<file path="src/rtl/instr_register_pkg.sv">
// Shared types for the instruction register array and its scheduler.
package instr_register_pkg;

  localparam int unsigned SCHED_DEPTH   = 32;
  localparam int unsigned SCHED_PTR_W   = $clog2(SCHED_DEPTH);
  localparam int unsigned SCHED_NUM_REQ = 2;

  typedef enum logic [3:0] {ZERO, PASSA, PASSB, ADD, SUB, MULT, DIV, MOD} opcode_t;
  typedef logic signed [31:0] operand_t;
  typedef logic signed [63:0] result_t;
  typedef logic [SCHED_PTR_W-1:0] address_t;

  typedef struct packed {
    opcode_t  opc;
    operand_t op_a;
    operand_t op_b;
    result_t  rslt;
  } instruction_t;

  typedef enum logic [1:0] {IDLE, RUN, FLUSH} sched_state_t;

  // Queue pointer advance with wrap at the last array slot.
  function automatic address_t ptr_inc(input address_t p);
    return (p == address_t'(SCHED_DEPTH - 1)) ? '0 : p + address_t'(1);
  endfunction

endpackage

</file>
<file path="src/rtl/instr_reg_sched_rr_arb2.sv">
// 2-way round-robin arbiter: on a tie, the requester that did not win last time is granted.
module rr_arb2 (
  input  logic [1:0] req,
  input  logic       last_grant,
  output logic [1:0] grant
);

  always_comb begin
    grant = '0;
    case (req)
      2'b11:   grant = last_grant ? 2'b01 : 2'b10;
      default: grant = req;
    endcase
  end

endmodule

</file>
<file path="src/rtl/instr_reg_sched.sv">
// Scheduler in front of the instruction register array: arbitrates writers, runs the queue, drains responses.
// Optional statistics counters are enabled with `define INSTR_SCHED_STATS_EN.
module instr_reg_sched
  import instr_register_pkg::*;
(
  input  logic                              clk,
  input  logic                              reset,
  input  logic                              flush,
  input  logic [SCHED_NUM_REQ-1:0]          req_valid,
  output logic [SCHED_NUM_REQ-1:0]          req_ready,
  input  opcode_t  [SCHED_NUM_REQ-1:0]      req_opcode,
  input  operand_t [SCHED_NUM_REQ-1:0]      req_operand_a,
  input  operand_t [SCHED_NUM_REQ-1:0]      req_operand_b,
  output logic                              load_en,
  output opcode_t                           opcode,
  output operand_t                          operand_a,
  output operand_t                          operand_b,
  output address_t                          write_pointer,
  output address_t                          read_pointer,
  output logic                              reg_reset_n,
  input  instruction_t                      instruction_word,
  output logic                              rsp_valid,
  input  logic                              rsp_ready,
  output instruction_t                      rsp_instr,
  output logic [SCHED_PTR_W:0]              count,
  output logic                              full,
  output logic                              empty
`ifdef INSTR_SCHED_STATS_EN
  ,
  output logic [15:0]                       wr_total,
  output logic [15:0]                       rd_total
`endif
);

  localparam int unsigned DEPTH = SCHED_DEPTH;
  localparam int unsigned PTR_W = SCHED_PTR_W;
  localparam logic [PTR_W:0] DEPTH_CNT = (PTR_W + 1)'(DEPTH);

  localparam logic [1:0] ST_IDLE  = 2'(IDLE);
  localparam logic [1:0] ST_RUN   = 2'(RUN);
  localparam logic [1:0] ST_FLUSH = 2'(FLUSH);

  logic [1:0]     state, state_nxt;
  address_t       wr_ptr, wr_ptr_nxt;
  address_t       rd_ptr, rd_ptr_nxt;
  logic [PTR_W:0] count_nxt;
  logic           rsp_valid_nxt;
  instruction_t   rsp_instr_nxt;
  logic           last_grant, last_grant_nxt;
  logic [1:0]     grant;
  logic           in_flush;
  logic           rd_en;

  rr_arb2 u_arb (
    .req        (req_valid),
    .last_grant (last_grant),
    .grant      (grant)
  );

  assign in_flush      = (state == ST_FLUSH);
  assign full          = (count == DEPTH_CNT);
  assign empty         = (count == '0);
  assign reg_reset_n   = ~(reset | in_flush);
  assign req_ready     = grant & {SCHED_NUM_REQ{~full & ~in_flush & ~flush & ~reset}};
  assign load_en       = |(req_valid & req_ready);
  assign opcode        = grant[1] ? req_opcode[1]    : req_opcode[0];
  assign operand_a     = grant[1] ? req_operand_a[1] : req_operand_a[0];
  assign operand_b     = grant[1] ? req_operand_b[1] : req_operand_b[0];
  assign write_pointer = wr_ptr;
  assign read_pointer  = rd_ptr;
  // Refill the response register whenever it is free or being consumed this cycle.
  assign rd_en = (count != '0) & (~rsp_valid | rsp_ready) & ~in_flush & ~flush & ~reset;

  // Next-state: queue bookkeeping and FSM transition.
  always_comb begin
    state_nxt      = state;
    wr_ptr_nxt     = wr_ptr;
    rd_ptr_nxt     = rd_ptr;
    count_nxt      = count;
    rsp_valid_nxt  = rsp_valid;
    rsp_instr_nxt  = rsp_instr;
    last_grant_nxt = last_grant;

    if (in_flush) begin
      wr_ptr_nxt    = '0;
      rd_ptr_nxt    = '0;
      count_nxt     = '0;
      rsp_valid_nxt = 1'b0;
    end else begin
      if (load_en) begin
        wr_ptr_nxt     = ptr_inc(wr_ptr);
        last_grant_nxt = grant[1];
      end
      if (rd_en) begin
        rsp_instr_nxt = instruction_word;
        rsp_valid_nxt = 1'b1;
        rd_ptr_nxt    = ptr_inc(rd_ptr);
      end else if (rsp_ready) begin
        rsp_valid_nxt = 1'b0;
      end
      count_nxt = count + (PTR_W + 1)'(load_en) - (PTR_W + 1)'(rd_en);
    end

    if (flush) begin
      state_nxt = ST_FLUSH;
    end else if (in_flush) begin
      state_nxt = ST_IDLE;
    end else if ((count_nxt == '0) && !rsp_valid_nxt) begin
      state_nxt = ST_IDLE;
    end else begin
      state_nxt = ST_RUN;
    end
  end

  // State register.
  always_ff @(posedge clk) begin
    if (reset) begin
      state      <= ST_IDLE;
      wr_ptr     <= '0;
      rd_ptr     <= '0;
      count      <= '0;
      rsp_valid  <= 1'b0;
      rsp_instr  <= '0;
      last_grant <= 1'b1;
    end else begin
      state      <= state_nxt;
      wr_ptr     <= wr_ptr_nxt;
      rd_ptr     <= rd_ptr_nxt;
      count      <= count_nxt;
      rsp_valid  <= rsp_valid_nxt;
      rsp_instr  <= rsp_instr_nxt;
      last_grant <= last_grant_nxt;
    end
  end

`ifdef INSTR_SCHED_STATS_EN
  // Saturating traffic counters; survive flush, cleared only by reset.
  always_ff @(posedge clk) begin
    if (reset) begin
      wr_total <= '0;
      rd_total <= '0;
    end else begin
      if (load_en && (wr_total != 16'hFFFF)) wr_total <= wr_total + 16'd1;
      if (rsp_valid && rsp_ready && (rd_total != 16'hFFFF)) rd_total <= rd_total + 16'd1;
    end
  end
`endif

endmodule

</file>
<file path="config.mk">
export PLATFORM = sky130hd
export DESIGN_NAME = instr_reg_sched
export DESIGN_NICKNAME = d
export VERILOG_FILES = /design/src/rtl/instr_register_pkg.sv /design/src/rtl/instr_reg_sched_rr_arb2.sv /design/src/rtl/instr_reg_sched.sv
export SDC_FILE = /design/constraint.sdc
export NUM_CORES = 1
export LEC_CHECK = 0
export ABC_AREA = 1
export CAP_MARGIN = 20
export CORE_AREA = 2 2 191 193
export CTS_BUF_LIST = sky130_fd_sc_hd__clkbuf_4
export DETAILED_ROUTE_END_ITERATION = 16
export DIE_AREA = 0 0 193 195
export GPL_TIMING_DRIVEN = 1
export MAX_ROUTING_LAYER = met4
export PLACE_DENSITY = 0.51
export RECOVER_POWER = 50
export SETUP_SLACK_MARGIN = 0.3
export SLEW_MARGIN = 30
export SYNTH_ARGS = -nofsm -noshare
export SYNTH_HDL_FRONTEND = slang
export SYNTH_SLANG_ARGS = --single-unit
</file>
<file path="constraint.sdc">
create_clock -name clk -period 3 [get_ports clk]
set_input_delay 0.3 -clock clk [delete_from_list [all_inputs] [get_ports clk]]
set_output_delay 0.3 -clock clk [all_outputs]
set_load 0.02 [all_outputs]
</file>
# ---- Yosys cells after proc, flatten, opt, wreduce, memory -nomap -nowiden
# Cells that the tools add are included.
dict set report classes {
  addsub 4
  n_reduce_logical 10
  n_eq_ne 5
  mux 14
  n_bitwise 17
}
# op n
set ops {}
lappend ops {{32-bit 2-to-1 mux} 2}
lappend ops {{6-bit zero test} 2}
lappend ops {{5-bit by 1-bit adder with 5-bit output, second input constant} 2}
lappend ops {{5-bit equality test, second input constant} 2}
lappend ops {{5-bit 2-to-1 mux} 2}
lappend ops {{1-bit bitwise AND} 7}
lappend ops {{6-bit by 1-bit adder with 6-bit output} 1}
lappend ops {{6-bit equality test, second input constant} 1}
lappend ops {{2-bit 2-to-1 mux} 3}
lappend ops {{6-bit 2-to-1 mux} 1}
lappend ops {{1-bit inverter} 6}
lappend ops {{6-bit nonzero test} 1}
lappend ops {{6-bit by 1-bit subtractor with 6-bit output} 1}
lappend ops {{1-bit 2-to-1 mux} 5}
lappend ops {{2-bit bitwise AND} 2}
lappend ops {{2-bit equality test, second input constant} 2}
lappend ops {{4-bit 2-to-1 mux} 1}
lappend ops {{2-bit AND reduction} 2}
lappend ops {{2-bit OR reduction} 2}
lappend ops {{3-bit OR reduction} 1}
lappend ops {{1-bit OR} 2}
lappend ops {{1-bit logical AND} 1}
lappend ops {{1-bit zero test} 1}
dict set report totals {
  elab_cells 61
  register_bits 152
  inputBits 274
  output_inout_bits 223
}

# ---- Longest topological paths before layout
# Gate-level depths: netlist of run 1.
dict set report logic_depth {
  ltp_word 16
  mapped_depth 19
  mapped_depth_nobuf 17
}

# ---- Hierarchy
# A second synthesis of run 1 with hierarchy kept.
dict set report unflattened {
  cells_unflattened 974
  hier_area_um2 6587.6
}
# module cells_each instances seq_area_each_um2 area_each_um2
set modules_own_cells {}
lappend modules_own_cells {instr_reg_sched 969 1 3042.9 6566.3}
lappend modules_own_cells {rr_arb2 5 1 0.0 21.3}

# ---- Worst setup path after synthesis of run 1
# No wires, ideal clock.
dict set report synth_path {
  path_kind {flip-flop to flip-flop}
  startpoint {reg count[2]}
  endpoint {reg state[0]}
  period_less_slack_ns 2.776
  path_buffers 0
  slack_ns 0.224
  stages_incl_launch_ff 16
  required_ns 2.883
  setup_ns 0.117
  arrival_ns 2.658
  cell_sequence {dfxtp_1 -> inv_1 -> ha_1 -> nand3_1 -> nand2_1 -> nor2_1 -> nor2_2 -> inv_2 -> ha_1 -> fa_1 -> o21ai_0 -> nand2_1 -> inv_1 -> nand2_1 -> nor2_1 -> a21oi_1}
}
dict set report synth_between {
  elab_chain_cells 14
  elab_cells_between_ends 22
  cone_classes {add/sub: 2; eq/ne: 1; mux: 4; bitwise: 10; reduce/logical: 5}
}
# element line
set synth_rtl {}
lappend synth_rtl {{start: declaration} instr_reg_sched.sv:25} ;# output logic [SCHED_PTR_W:0] count,
lappend synth_rtl {{start signal: assignment} instr_reg_sched.sv:129} ;# count <= count_nxt;
lappend synth_rtl {{6-bit equality test} instr_reg_sched.sv:61} ;# assign full = (count == DEPTH_CNT);
lappend synth_rtl {{1-bit inverter} instr_reg_sched.sv:64} ;# assign req_ready = grant & {SCHED_NUM_REQ{~full & ~in_flush & ~flush & ~reset}};
lappend synth_rtl {{1-bit bitwise AND (3 in series)} instr_reg_sched.sv:64}
lappend synth_rtl {{2-bit bitwise AND} instr_reg_sched.sv:64}
lappend synth_rtl {{named net req_ready[0]} instr_reg_sched.sv:10} ;# output logic [SCHED_NUM_REQ-1:0] req_ready,
lappend synth_rtl {{2-bit bitwise AND} instr_reg_sched.sv:65} ;# assign load_en = |(req_valid & req_ready);
lappend synth_rtl {{2-bit OR reduction} instr_reg_sched.sv:65}
lappend synth_rtl {{named net load_en} instr_reg_sched.sv:14} ;# output logic load_en,
lappend synth_rtl {{6-bit by 1-bit adder with 6-bit output} instr_reg_sched.sv:101} ;# count_nxt = count + (PTR_W + 1)'(load_en) - (PTR_W + 1)'(rd_en);
lappend synth_rtl {{6-bit by 1-bit subtractor with 6-bit output} instr_reg_sched.sv:101}
lappend synth_rtl {{6-bit 2-to-1 mux} instr_reg_sched.sv:84} ;# if (in_flush) begin
lappend synth_rtl {{6-bit zero test} instr_reg_sched.sv:108} ;# end else if ((count_nxt == '0) && !rsp_valid_nxt) begin
lappend synth_rtl {{1-bit logical AND} instr_reg_sched.sv:108}
lappend synth_rtl {{1-bit 2-to-1 mux} instr_reg_sched.sv:108}
lappend synth_rtl {{end signal: assignment} instr_reg_sched.sv:126} ;# state <= state_nxt;
lappend synth_rtl {{end: declaration} instr_reg_sched.sv:43} ;# logic [1:0] state, state_nxt;
# The timed path passes the listed nets, and every way through them passes these cells.
# A chain may end at the register's enable or synchronous reset.

# ---- Worst setup path after layout of run 1
dict set report layout_path {
  startpoint {in reset}
  endpoint {reg rsp_instr[70] (netlist bit)}
}
dict set report layout_between {
  elab_chain_cells 3
}
# element line
set layout_rtl {}
lappend layout_rtl {{start: declaration} instr_reg_sched.sv:7} ;# input logic reset,
lappend layout_rtl {{1-bit inverter} instr_reg_sched.sv:72} ;# assign rd_en = (count != '0) & (~rsp_valid | rsp_ready) & ~in_flush & ~flush & ~reset;
lappend layout_rtl {{1-bit bitwise AND} instr_reg_sched.sv:72}
lappend layout_rtl {{2-bit AND reduction (no line)} -}
lappend layout_rtl {{end signal: assignment} instr_reg_sched.sv:131} ;# rsp_instr <= rsp_instr_nxt;
lappend layout_rtl {{end: declaration} instr_reg_sched.sv:24} ;# output instruction_t rsp_instr,
# Parallel ways exist; a longest one is shown, timed or not.

==> results.yml, run 1 <==
critical_path:
  worst_path_dominant_cell_family: "buffers and inverters"
  worstPathMaxFanout: 79
  cp_cell_sequence: "dlygate4sd3_1, buf_4, clkbuf_2, buf_4, a21oi_1"
  setup.worst_path.class: "in2reg"
  timing.critical_path.from: "reset"
  worstPathBufferInverterCount: 4
  critical_path.most_common_cell: "buf_4"
  cp-start-kind: "input port"
  worst-endpoint-required_ps: 3410
  timing.critical_path.to_type: "flip-flop"
  critPathArrivalTime_ps: 3110
  cp_slowest_stage_delay_ps: 1080
  crit_path_slowest_cell: "clkbuf_2"
  r2r_start: "count[2]"
power_and_ir_drop:
  worst_ir_drop_vdd_v: 0.0003260
  leakage_uw: 0.005506
  total_power_uw: 6578
  cellPowerDensity_nw_per_um2: 528.3
sta:
  drv_slew: 0
  clock.fmax_mhz: 369.3
  worst_slew_margin_rel_pct: 0.7809
  final-hold-violation-count: 0
  clock_period_minus_worst_slack_ps: 2708
  timing.setup.tns_ps: 0
  final.period_utilization_pct: 90.27
  setup-violations-final: 0
  worst-slew-pin-transition_ps: 1488
  fin_worst_skew_ps: 22.21
  rsz0062_at_grt: "yes"
synthesis:
  synth_flop_cell: "dfxtp_1"
  synth_most_common_cell: "nand2_1"
  total_standard_cell_area_after_synthesis_um2: 6560
  synth-warning-count: 0
  synthesis.nets: 1257
  synth_common_cells: "nand2_1, dfxtp_1, a21oi_1"
  synth_largest_type_area_fraction_pct: 46.39
  ys_ff_latch: 152
  gate_count_of_the_mapped_netlist: 969
  synth_async_sr_flop_share_pct: 0
  register_area_share_after_synthesis_pct: 46.39
  synthTopCellsByArea: "dfxtp_1, nand2_1, a21oi_1"
  post_synth.cell_area_avg_um2: 6.770
  synth_cell_types: 21
  edff_count_synth: 0
  synth_largest_area_cell: "dfxtp_1"
detailed_routing:
  drt-vias-per-instance: 4.102
  via_count: 7863
  postRouteAntennaNets: 0
  initialDrtViolationCount: 340
  wl_per_cell_um: 15.92
  detail_route.wirelength_um: 30530
  drc: 0
  drtPass1Iterations: 4
place:
  port_buffers: 496
  gp_congestion: 0.7914
  detailed_place_hpwl_um: 22350
grt:
  globalRoute.totalOverflow: 0
  global_route.peak_usage_layer: "met2"
  gr-usage-met2_pct: 27.41
  first_global_vias: 7690
  globalRouteTotalUtil_pct: 15.44
  grt_pass1_wl_um: 43260
  antenna_found_initial: 4
  grt_max_degree: 141
  grt.met3_usage_pct: 5.931
  gr-usage-met1_pct: 15.56
die:
  start_util_pct: 18.53
  fp.coreArea_um2: 35400
  floorplan.io_pins: 497
  die_area_um2: 37640
  die_width_um: 193
  floorplan.rows: 69
  dieHeight_um: 195
clock_network:
  cts_num_sinks: 152
  clock_tree.root_cell: "clkbuf_4"
  worst_setup_hold_path_clk_slew_ps: 150
  tritoncts: "done"
  clkLatencyLatePin_ps: 570
  cts_max_level: 4
  cts_buffer_depth: 2
  cts_buffers: 17
finish:
  final_nets: 1727
  area_growth_syn_to_layout_pct: 89.81
  fill_cells: 3822
  final_layout_size_suffix_gt1_share_pct: 4.408
job:
  maxCapViolations: 1
hold_path:
  worstHoldPathType: "in2reg"
  hold_path.startpoint: "instruction_word[91]"
status:
  outcome: "complete, but fails checks"
  violations: "capacitance limit"
==> layer usage <==
metal | vias to the layer above | part of all wire [%]
met2 | 358 | 51
met3 | 26 | 11
met1 | 3497 | 37
li1 | 3982 | -
met5 | - | 0
met4 | 0 | 1.9
==> worst reg2reg max path: stages, from the launching register on <==
cell	delay, ps
dfxtp_1	380
inv_1	70
ha_1	210
nand3_1	190
nand3_4	130
inv_4	70
buf_4	940
nand2_1	380
a21oi_1	200
==> report_power, final <==
part	switching [uW]	total, uW	internal [uW]
clock network	803	1490	691
logic	1510	2710	1200
registers	118	2380	2260
total	2430	6580	4140
==> state kept, by name (all words and copies together), names as in the netlist <==
name / cells
write_pointer: 5
state: 2
last_grant: 1
rsp_valid: 1
count: 6
read_pointer: 5
rsp_instr: 132
==> timing repair <==
action / CTS / global route
cloned: 1 / 2
endpoints found under the setup margin: 62 / 66
buffers inserted: 0 / 1
resized for setup: 5 / 37
endpoints found under the hold margin: 1 / 0
hold buffers: 1 / 0
pin swaps: 0 / 1
==> path summary, 6_finish.rpt <==
kind               endpoint  slack [ps]  depth (start not counted)
max           rsp_instr[70]         290                          5
min           rsp_instr[91]         260                          3
max reg2reg  rsp_instr[130]         390                          8
min reg2reg   rsp_instr[88]         470                          2
==> metrics by stage <==
step,area [um2],setup WS [ps],hold slack [ps],std cells,utilization (%)
floorplan,6566,328.8,417.1,969,-
global placement,11950,205.3,451.1,1876,33.76
detailed placement,11950,190.0,455.1,1876,33.76
CTS,12320,228.1,192.2,1910,34.81
global route,12450,92.48,196.3,1916,35.17
finish,12450,291.9,256.9,1917,35.18
==> cells in the final DEF (no fill, tap or decap), types with 3 or more instances in the layout <==
master,Yosys,layout
inv_1,33,33
clkdlybuf4s50_1,0,329
dfxtp_1,152,150
nand4_1,3,3
nor2_1,22,22
dlymetal6s2s_1,0,33
ha_1,13,13
bufinv_16,0,4
buf_4,0,9
o21ai_0,5,4
inv_2,4,3
nand2_1,502,502
dlygate4sd2_1,0,3
nor3_1,6,6
nand3_1,15,15
clkinvlp_4,0,3
buf_12,0,4
nor2_2,4,3
clkbuf_4,0,19
dlygate4sd3_1,0,127
diode_2,0,4
a21oi_1,145,145
==> layout make-up <==
type / count / area (um2) / area share (%)
Antenna cell: 4 / 10.01 / 0.08039
Clock buffer: 19 / 142.6 / 1.146
Clock inverter: 13 / 193.9 / 1.557
Inverter: 38 / 147.6 / 1.186
Multi-Input combinational cell: 720 / 3098 / 24.88
Sequential cell: 152 / 3045 / 24.46
Tap cell: 461 / 576.8 / 4.632
Timing Repair Buffer: 510 / 5238 / 42.06
==> cells by family after synthesis <==
group,synth area share [%]
AOI/OAI and AO/OA,11.44
adders and majority gates,2.785
buffers and inverters,6.618
DFF,46.39
and+or+nand+nor,32.77
(Power assumes the default switching activity.)
==> run 2, diff against run 1 <==
--- a/config.mk
+++ b/config.mk
@@ -6,7 +6,7 @@
 export NUM_CORES = 1
 export LEC_CHECK = 0
 export ABC_AREA = 1
-export CAP_MARGIN = 20
+export CAP_MARGIN = 10
 export CORE_AREA = 2 2 191 193
 export CTS_BUF_LIST = sky130_fd_sc_hd__clkbuf_4
 export DETAILED_ROUTE_END_ITERATION = 16
==> results of run 2 <==
Same layout as run 1: the final DEF is identical, and so are final timing and power.
